File: config.mk
export PLATFORM = sky130hd
export DESIGN_NAME = univ_shift_reg_flat
export DESIGN_NICKNAME = d
export VERILOG_FILES = /design/src/rtl/univ_shift_reg_pkg.sv /design/src/rtl/univ_shift_reg_if.sv /design/src/rtl/univ_shift_reg_shift_bit_cell.sv /design/src/rtl/univ_shift_reg.sv /design/src/flat_wrapper.sv
export SDC_FILE = /design/constraint.sdc
export NUM_CORES = 1
export LEC_CHECK = 0
export CAP_MARGIN = 0
export CORE_UTILIZATION = 49
export DETAILED_ROUTE_END_ITERATION = 8
export PLACE_DENSITY = 0.83
export SLEW_MARGIN = 25
export SYNTH_ARGS = -nofsm -noshare
export SYNTH_HDL_FRONTEND = slang
export SYNTH_HIERARCHICAL = 1
export SYNTH_SLANG_ARGS = --single-unit
File: constraint.sdc
create_clock -name clk -period 5.3 [get_ports clk]
set_input_delay 0.53 -clock clk [delete_from_list [all_inputs] [get_ports clk]]
set_output_delay 0.53 -clock clk [all_outputs]
set_load 0.01 [all_outputs]
File: src/rtl/univ_shift_reg_pkg.sv
// Shared constants for the universal shift register: mode encodings and
// burst-engine FSM states.
package univ_shift_reg_pkg;

  // Operation encodings carried on the mode input
  localparam logic [1:0] MODE_HOLD = 2'b00;
  localparam logic [1:0] MODE_SHL  = 2'b01;
  localparam logic [1:0] MODE_SHR  = 2'b10;
  localparam logic [1:0] MODE_LOAD = 2'b11;

  // Burst-shift engine states
  typedef enum logic [1:0] {
    IDLE  = 2'b00,
    SHIFT = 2'b01,
    DONE  = 2'b10
  } state_t;

endpackage : univ_shift_reg_pkg

File: src/rtl/univ_shift_reg_if.sv
// Control/data bundle for univ_shift_reg. The rot signal exists only when
// SHIFT_ROTATE_EN is defined.
interface univ_shift_reg_if #(
  parameter int WIDTH = 8,
  parameter int CNT_W = 4
);
  logic [1:0]       mode;
  logic [WIDTH-1:0] par_in;
  logic             ser_in_r;
  logic             ser_in_l;
  logic             start;
  logic [CNT_W-1:0] shamt;
`ifdef SHIFT_ROTATE_EN
  logic             rot;
`endif
  logic [WIDTH-1:0] q;
  logic             busy;
  logic             done;

  // Requester side: drives the operation, observes the register
  modport master (
    output mode, par_in, ser_in_r, ser_in_l, start, shamt,
`ifdef SHIFT_ROTATE_EN
    output rot,
`endif
    input  q, busy, done
  );

  // Shift register side
  modport slave (
    input  mode, par_in, ser_in_r, ser_in_l, start, shamt,
`ifdef SHIFT_ROTATE_EN
    input  rot,
`endif
    output q, busy, done
  );

endinterface : univ_shift_reg_if

File: src/rtl/univ_shift_reg_shift_bit_cell.sv
// One bit of the universal shift register: selects the next value among
// hold, lower neighbour (shift-left), upper neighbour (shift-right) and load.
module shift_bit_cell
  import univ_shift_reg_pkg::*;
(
  input  logic [1:0] sel,
  input  logic       cur,
  input  logic       from_lo,
  input  logic       from_hi,
  input  logic       par,
  output logic       nxt
);

  // 4:1 next-value mux
  always_comb begin
    nxt = cur;
    case (sel)
      MODE_HOLD: nxt = cur;
      MODE_SHL:  nxt = from_lo;
      MODE_SHR:  nxt = from_hi;
      MODE_LOAD: nxt = par;
      default:   nxt = cur;
    endcase
  end

endmodule : shift_bit_cell

File: src/rtl/univ_shift_reg.sv
// Universal shift register (hold / shift-left / shift-right / load) with a
// counted burst-shift engine. Optional macro SHIFT_ROTATE_EN adds the rot
// input, which wraps the outgoing edge bit back in instead of the serial input.
module univ_shift_reg
  import univ_shift_reg_pkg::*;
#(
  parameter int WIDTH = 8,
  parameter int CNT_W = 4
) (
  input logic               clk,
  input logic               reset,
  univ_shift_reg_if.slave   bus
);

  localparam logic [CNT_W-1:0] WIDTH_CNT = CNT_W'(WIDTH);
  localparam logic [CNT_W-1:0] CNT_ONE   = CNT_W'(1);

  // Clamp the requested count to the register width; a longer burst would
  // only keep shifting serial bits through an already-flushed register.
  function automatic logic [CNT_W-1:0] sat_shamt(input logic [CNT_W-1:0] s);
    return (s > WIDTH_CNT) ? WIDTH_CNT : s;
  endfunction

  state_t           state_q, state_d;
  logic [CNT_W-1:0] cnt_q, cnt_d;
  logic             dir_left_q, dir_left_d;
  logic             busy_q, busy_d;
  logic             done_q, done_d;
  logic [WIDTH-1:0] q_q;
  logic [WIDTH-1:0] q_d;
  logic [1:0]       op;
  logic [CNT_W-1:0] n_sat;
  logic             lsb_in;
  logic             msb_in;

  assign n_sat = sat_shamt(bus.shamt);

  // Bits entering at the register edges: serial inputs or wrapped bits
`ifdef SHIFT_ROTATE_EN
  assign lsb_in = bus.rot ? q_q[WIDTH-1] : bus.ser_in_r;
  assign msb_in = bus.rot ? q_q[0]       : bus.ser_in_l;
`else
  assign lsb_in = bus.ser_in_r;
  assign msb_in = bus.ser_in_l;
`endif

  // Burst FSM next state, counter and the operation applied this edge
  always_comb begin
    state_d    = state_q;
    cnt_d      = cnt_q;
    dir_left_d = dir_left_q;
    op         = MODE_HOLD;
    case (state_q)
      SHIFT: begin
        op    = dir_left_q ? MODE_SHL : MODE_SHR;
        cnt_d = cnt_q - CNT_ONE;
        if (cnt_q == CNT_ONE) begin
          state_d = DONE;
        end
      end
      default: begin
        state_d = IDLE;
        if (bus.start && (bus.mode == MODE_SHL || bus.mode == MODE_SHR)) begin
          dir_left_d = (bus.mode == MODE_SHL);
          if (n_sat == '0) begin
            state_d = DONE;
          end else begin
            op      = bus.mode;
            cnt_d   = n_sat - CNT_ONE;
            state_d = (n_sat == CNT_ONE) ? DONE : SHIFT;
          end
        end else begin
          op = bus.mode;
        end
      end
    endcase
    busy_d = (state_d == SHIFT);
    done_d = (state_d == DONE);
  end

  // Per-bit next-value muxes; bit 0 and bit WIDTH-1 take the edge bits
  for (genvar i = 0; i < WIDTH; i++) begin : g_cell
    logic lo_nb;
    logic hi_nb;
    if (i == 0) begin : g_lo_edge
      assign lo_nb = lsb_in;
    end else begin : g_lo_mid
      assign lo_nb = q_q[i-1];
    end
    if (i == WIDTH - 1) begin : g_hi_edge
      assign hi_nb = msb_in;
    end else begin : g_hi_mid
      assign hi_nb = q_q[i+1];
    end
    shift_bit_cell u_cell (
      .sel     (op),
      .cur     (q_q[i]),
      .from_lo (lo_nb),
      .from_hi (hi_nb),
      .par     (bus.par_in[i]),
      .nxt     (q_d[i])
    );
  end

  // State, counter, register contents and registered status outputs
  always_ff @(posedge clk) begin
    if (reset) begin
      state_q    <= IDLE;
      cnt_q      <= '0;
      dir_left_q <= 1'b0;
      busy_q     <= 1'b0;
      done_q     <= 1'b0;
      q_q        <= '0;
    end else begin
      state_q    <= state_d;
      cnt_q      <= cnt_d;
      dir_left_q <= dir_left_d;
      busy_q     <= busy_d;
      done_q     <= done_d;
      q_q        <= q_d;
    end
  end

  assign bus.q    = q_q;
  assign bus.busy = busy_q;
  assign bus.done = done_q;

endmodule : univ_shift_reg

File: src/flat_wrapper.sv
// flat-port wrapper written by rule: the top's interface ports become plain ports
module univ_shift_reg_flat import univ_shift_reg_pkg::*;
#(
  parameter int WIDTH = 8,
  parameter int CNT_W = 4
)
  (clk, reset, bus_mode, bus_par_in, bus_ser_in_r, bus_ser_in_l, bus_start, bus_shamt, bus_q, bus_busy, bus_done);
  univ_shift_reg_if #(.WIDTH(WIDTH), .CNT_W(CNT_W)) bus_i ();
  input logic clk;
  input logic reset;
  input wire logic [$bits(bus_i.mode)-1:0] bus_mode;
  input wire logic [$bits(bus_i.par_in)-1:0] bus_par_in;
  input wire logic [$bits(bus_i.ser_in_r)-1:0] bus_ser_in_r;
  input wire logic [$bits(bus_i.ser_in_l)-1:0] bus_ser_in_l;
  input wire logic [$bits(bus_i.start)-1:0] bus_start;
  input wire logic [$bits(bus_i.shamt)-1:0] bus_shamt;
  output wire logic [$bits(bus_i.q)-1:0] bus_q;
  output wire logic [$bits(bus_i.busy)-1:0] bus_busy;
  output wire logic [$bits(bus_i.done)-1:0] bus_done;
  assign bus_i.mode = bus_mode;
  assign bus_i.par_in = bus_par_in;
  assign bus_i.ser_in_r = bus_ser_in_r;
  assign bus_i.ser_in_l = bus_ser_in_l;
  assign bus_i.start = bus_start;
  assign bus_i.shamt = bus_shamt;
  assign bus_q = bus_i.q;
  assign bus_busy = bus_i.busy;
  assign bus_done = bus_i.done;
  univ_shift_reg #(.WIDTH(WIDTH), .CNT_W(CNT_W)) u_core (.clk(clk), .reset(reset), .bus(bus_i));
endmodule
==> results.yml, run 1 <==
worst_setup_path:
  endpoint_kind: "flip-flop"
  worstSetupStartpoint: "bus_mode[1]"
  r2r-start: "u_core/state_q[1]$_SDFF_PP0_"
  cp.required_ns: 5.45
  path_class: "input pin to flip-flop"
  cp-start-kind: "input pin"
  crit_fanout: 8
  cp.arrival_ns: 3.22
yosys:
  synth-edff-count: 0
  syn_nets: 118
  synthTopCellsByArea: "dfxtp_1 35%, mux4_2 19%, ha_1 6.5%, nor2b_1 6.5%, a21oi_1 3.6%"
  synth_area_leader_cell: "dfxtp_1"
  synth-main-ff-cell: "dfxtp_1"
  synth_cells: 94
  netlist_area_um2: 965
  syn_area_per_cell_um2: 10.3
  yosysWarnings: 6
  ys_ff_latch: 17
  synth_cell_types: 29
  synthArstFlopShare_pct: 0
  synth_top_area_share_pct: 35.3
  ys_seq_area_share_pct: 35.3
min_path:
  hp-class: "flip-flop to flip-flop"
  min_from: "u_core/dir_left_q$_SDFFE_PP0P_"
layout:
  antennaDiodeCount: 0
  multi_input_area_um2: 597
  nFillCells: 140
  final_layout_size_suffix_gt1_share_pct: 12.9
  fin_cells: 149
  regArea_um2: 340
  layout.nets: 149
  area_delta_synth_final_pct: 34.2
power:
  p_sw_uw: 93.2
  peakVddDrop_uv: 157
  swShare_pct: 29.2
  pwr-share-seq_pct: 46.9
  power_frac_clock_pct: 21.6
  p_int_uw: 226
  p_per_area_mw_per_mm2: 247
  total_power_uw: 320
  p_comb_share_pct: 31.5
  leakagePower_nw: 0.485
clocking:
  cts.sinks: 17
  post_cts_buffers: 0
  clock-root-buffer: "clkbuf_4"
  clock_latency_ns: 0.29
  cts_hold_buf: 0
  cts_resized: 0
  clockBufferDepth: 2
  htree_levels: 1
  clkSlewWorstSetupHoldPaths_ns: 0.09
  numCtsBuffers: 3
  cts_tree: "yes"
sta:
  max_slew_margin_pct: 37.2
  hold_violations: 0
  fmax_ghz: 0.326
  clock_skew_ns: 0.00629
  tightest_slew_ns: 0.936
  finalMaxSlewViolations: 0
  rsz0062_at_grt: "no"
  tns_ns: 0
  min_period_over_period_pct: 58.0
  fin_crit_ns: 3.07
  finalSetupViolCount: 0
global_routing:
  grt_antenna_before_repair: 0
  grt_pass1_vias: 829
  grt_usage_pct: 24.6
  grt_first_pass_wirelength_mm: 3.55
  grt_overflow: 0
  grt_max_degree: 18
run_status:
  status: "finished, final reports clean"
placement:
  portBuffers: 28
  dp_hpwl_mm: 1.80
  dpl.cell_count: 145
  gp_congestion: 0.799
floorplan:
  core_area_mm2: 0.00178
  ios: 29
  start_util_pct: 54.1
  fp-row-count: 15
  die_w_um: 46.4
  fp.dieH_um: 46.4
  die_area_mm2: 0.00215
routing:
  drtIter0Drc: 21
  drc: 0
  num_vias: 851
  dr.pass1.iters: 4
  routed_wl_mm: 2.36
  vias_per_cell: 5.71
  ant_nets: 0
  routedWlPerCell_um: 15.9
job:
  maxCapViolCount: 0
power groups by stage:
| stage | logic, mW | clock network (mW) | registers (mW) |
|---|---|---|---|
| 2_1_floorplan | 0.0582 | 0 | 0.153 |
| 3_3_place_gp | 0.0958 | 0 | 0.151 |
| 3_5_place_dp | 0.100 | 0 | 0.152 |
| 4_1_cts | 0.101 | 0.0717 | 0.149 |
| 5_1_grt | 0.108 | 0.0779 | 0.151 |
| 6_report | 0.101 | 0.0691 | 0.150 |
registers in the layout, indices dropped and copies added, names as in the netlist:
| signal | cells |
|---|---|
| u_core/bus.busy | 1 |
| u_core/bus.q | 8 |
| u_core/cnt_q | 4 |
| u_core/state_q | 2 |
| u_core/dir_left_q | 1 |
| u_core/bus.done | 1 |
path summary, 6_finish.rpt:
kind / cells past startpoint / end / slack (ns)
worst max register to register: 5 / u_core/bus.q[5]$_SDFF_PP0_ / 2.75
worst min-delay path: 2 / u_core/dir_left_q$_SDFFE_PP0P_ / 0.51
worst min register to register: 2 / u_core/dir_left_q$_SDFFE_PP0P_ / 0.51
worst max-delay path: 8 / u_core/bus.q[5]$_SDFF_PP0_ / 2.23
cells in the mapped netlist (2+ instances only):
library cell  instances
dfxtp_1              17
nor2b_1              10
mux4_2                8
a21oi_1               7
nand2_1               7
ha_1                  5
inv_1                 5
nand2b_1              5
nor2_1                5
nor3b_1               3
a211oi_1              2
nand3b_1              2
o21ai_0               2
per-layer routing:
metal	vias up	GRT usage, %	share of wire [%]
met3	2	7.84	6.3
met5	-	0	0
met4	0	8.24	0.42
met1	411	25.7	40
met2	31	45.3	53
li1	407	-	-
worst max-delay path, stage by stage:
cell and delay (ns):
clkdlybuf4s50_1 0.48, inv_1 0.05, ha_1 0.32, nor2b_1 0.11, and3_2 0.23, o21ai_1 0.74
mux4_2 0.61, nor2b_1 0.15
metrics by stage:
step / setup slack (ns) / hold WS, ns / area (µm²) / utilization [%]
4_1_cts: 2.19 / 0.504 / 1290 / 72.6
3_3_place_gp: 1.96 / 0.472 / 1270 / 71.1
2_1_floorplan: 2.25 / 0.450 / 965 / -
3_5_place_dp: 1.89 / 0.489 / 1270 / 71.1
5_1_grt: 2.07 / 0.540 / 1290 / 72.6
6_report: 2.23 / 0.505 / 1290 / 72.6
layout by cell type (no fill, tap or decap), types with 2 or more instances in the layout:
master           Yosys  routed
nand2_1              7       7
a211oi_1             2       2
nor2b_1             10      10
ha_1                 5       5
dfxtp_1             17      17
nor2_1               5       5
mux4_2               8       8
clkdlybuf4s50_1      0      28
nor3b_1              3       3
inv_1                5       5
clkbuf_4             0       3
a21oi_1              7       7
nand2b_1             5       5
nand3b_1             2       2
cells by family after synthesis:
family          Yosys count  synth area share [%]
mux                       8                  18.7
buf+inv                   7                  2.85
flops                    17                  35.3
xor+xnor                  1                 0.908
fa+ha+maj                 5                  6.49
compound gates           18                  12.1
simple gates             38                  23.7
cell type report:
class                      count  share of cell area [%]
multi-input combinational     70                    46.1
sequential                    17                    26.3
timing repair buffer          28                    21.6
tap                           25                    2.42
clock buffer                   3                    1.74
inverter                       5                    1.45
clock inverter                 1                   0.386
Power figures use the tool's default switching activity.
==> run 2, diff against run 1 <==
--- a/config.mk
+++ b/config.mk
@@ -6,9 +6,9 @@
 export NUM_CORES = 1
 export LEC_CHECK = 0
 export CAP_MARGIN = 0
-export CORE_UTILIZATION = 49
+export CORE_UTILIZATION = 41
 export DETAILED_ROUTE_END_ITERATION = 8
-export PLACE_DENSITY = 0.83
+export PLACE_DENSITY = 0.74
 export SLEW_MARGIN = 25
 export SYNTH_ARGS = -nofsm -noshare
 export SYNTH_HDL_FRONTEND = slang
==> constraint.sdc (replaced) <==
create_clock -name clk -period 2.7 [get_ports clk]
set_input_delay 0.27 -clock clk [delete_from_list [all_inputs] [get_ports clk]]
set_output_delay 0.27 -clock clk [all_outputs]
set_load 0.01 [all_outputs]
==> run 2 against run 1 <==
Net effect:
- non-clock buffer count is 5 higher
- clock power is 90% higher
- setup slack worse by 1.7 ns
- final cell count is 5.4% higher
- largest cell class unchanged
- largest power group unchanged
==> results.yml, run 2 (same netlist as run 1, synthesis figures left out) <==
floorplan:
  start_util_pct: 43.6
  fp-row-count: 17
  ios: 29
  die_w_um: 50.5
  core_area_mm2: 0.00221
  die_area_mm2: 0.00255
  fp.dieH_um: 50.5
layout:
  layout.nets: 154
  largest_reg_flops: 8
  nFillCells: 194
  final_layout_size_suffix_gt1_share_pct: 16.3
  postLayoutCellArea_mm2: 0.00134
  final_common_cell: "clkdlybuf4s50_1"
  final_cell_mix: "28 x clkdlybuf4s50_1, 17 x dfxtp_1, 10 x nor2b_1"
  area_delta_synth_final_pct: 38.5
  antennaDiodeCount: 0
sta:
  finalSetupViolCount: 0
  max_slew_margin_pct: 58.7
  tightest_slew_ns: 0.618
  worst_hold_slack_ns: 0.496
  clock_skew_ns: 0.00549
  fmax_ghz: 0.451
  rsz0062_at_grt: "no"
  tns_ns: 0
  finalMaxSlewViolations: 0
  fin_crit_ns: 2.22
  min_period_over_period_pct: 82.1
  hold_violations: 0
global_routing:
  grt_first_pass_wirelength_mm: 3.39
  grt_max_degree: 18
  grt_overflow: 0
  grt_pass1_vias: 827
  grt_usage_pct: 17.5
  grt_antenna_before_repair: 0
routing:
  num_vias: 832
  vias_per_cell: 5.30
  routedWlPerCell_um: 12.7
  drc: 0
  drtIter0Drc: 13
  dr.pass1.iters: 4
  ant_nets: 0
  routed_wl_mm: 1.99
worst_setup_path:
  slowest_stage: "mux4_2"
  cp-start-kind: "input pin"
  cp.required_ns: 2.86
  crit_fanout: 8
  r2r_cells: 6
  cpPeakStageDelay_ns: 0.51
  cp.arrival_ns: 2.38
  endpoint_kind: "flip-flop"
  r2r_setup_slack_ns: 0.83
  r2r-end: "u_core/bus.q[7]$_SDFF_PP0_"
  path_cells: "clkdlybuf4s50_1, inv_1, ha_1, nor2b_1, and3_2, o21ai_1, buf_4, mux4_2, nor2b_1"
  path_class: "input pin to flip-flop"
  r2r-start: "u_core/state_q[0]$_SDFF_PP0_"
  cp_common_cell: "nor2b_1"
clocking:
  clock_latency_ns: 0.29
  clock-root-buffer: "clkbuf_4"
  cts.sinks: 17
  cts_hold_buf: 0
  numCtsBuffers: 3
  clkSlewWorstSetupHoldPaths_ns: 0.10
  htree_levels: 1
  post_cts_buffers: 0
  cts_tree: "yes"
  cts_resized: 0
  clockBufferDepth: 2
power:
  p_per_area_mw_per_mm2: 468
  pwr-share-seq_pct: 46.8
  p_sw_uw: 173
  swShare_pct: 27.7
  peakVddDrop_uv: 435
  leakagePower_nw: 0.509
  power_frac_clock_pct: 21.0
  total_power_uw: 625
  p_int_uw: 452
  p_comb_share_pct: 32.2
placement:
  gp_congestion: 0.837
  place_area_mm2: 0.00131
  dp_hpwl_mm: 1.55
  portBuffers: 28
min_path:
  min_to: "u_core/dir_left_q$_SDFFE_PP0P_"
  hp-class: "flip-flop to flip-flop"
  whs_path_depth: 2
  min_from: "u_core/dir_left_q$_SDFFE_PP0P_"
run_status:
  status: "finished, final reports clean"
job:
  maxCapViolCount: 0
==> run 2: critical path: cells and delay by family <==
family	cells	cell delay, ns
AO/OA/AOI/OAI	1	0.12
adder cells (fa/ha/maj)	1	0.31
buffers and inverters	3	0.74
multiplexers	1	0.51
AND/OR/NAND/NOR	3	0.41
==> run 2: layout make-up <==
cell class	instances	area, µm²	area share (%)
timing repair buffer	33	318	23.8
clock inverter	1	5.00	0.375
tap	28	35.0	2.62
multi-input combinational	70	597	44.7
clock buffer	3	22.5	1.69
inverter	5	18.8	1.40
sequential	17	340	25.5
==> run 2: worst max-delay path by stage <==
stage / from / end / depth (start not counted)
after global routing: bus_mode[1] / u_core/bus.q[1]$_SDFF_PP0_ / 9
after global placement: bus_mode[1] / u_core/bus.q[7]$_SDFF_PP0_ / 9
final: bus_mode[1] / u_core/bus.q[7]$_SDFF_PP0_ / 9
after detailed placement: bus_mode[1] / u_core/bus.q[2]$_SDFF_PP0_ / 9
after CTS: bus_mode[1] / u_core/bus.q[2]$_SDFF_PP0_ / 9
after floorplan: bus_mode[1] / u_core/bus.q[7]$_SDFF_PP0_ / 7
==> run 2: power groups by stage <==
stage / clock (mW) / sequential (mW) / combinational (mW)
after global routing: 0.153 / 0.296 / 0.220
final: 0.131 / 0.293 / 0.201
after floorplan: 0 / 0.300 / 0.114
after global placement: 0 / 0.297 / 0.198
after detailed placement: 0 / 0.298 / 0.201
after CTS: 0.139 / 0.293 / 0.202
==> run 2: per-layer routing <==
layer / GRT usage (%) / vias up / share of wire [%]
met5: 0 / - / 0
met4: 3.70 / 0 / 0
met3: 6.06 / 0 / 4.9
met2: 29.3 / 18 / 49
met1: 21.7 / 396 / 46
li1: - / 418 / -
==> run 2: per-stage QoR <==
stage	util, %	worst slack, ns	instances
after floorplan	-	0.291	94
after CTS	60.4	0.477	157
after global routing	60.4	0.386	157
after detailed placement	59.2	0.166	153
final	60.4	0.483	157
after global placement	59.2	0.200	153
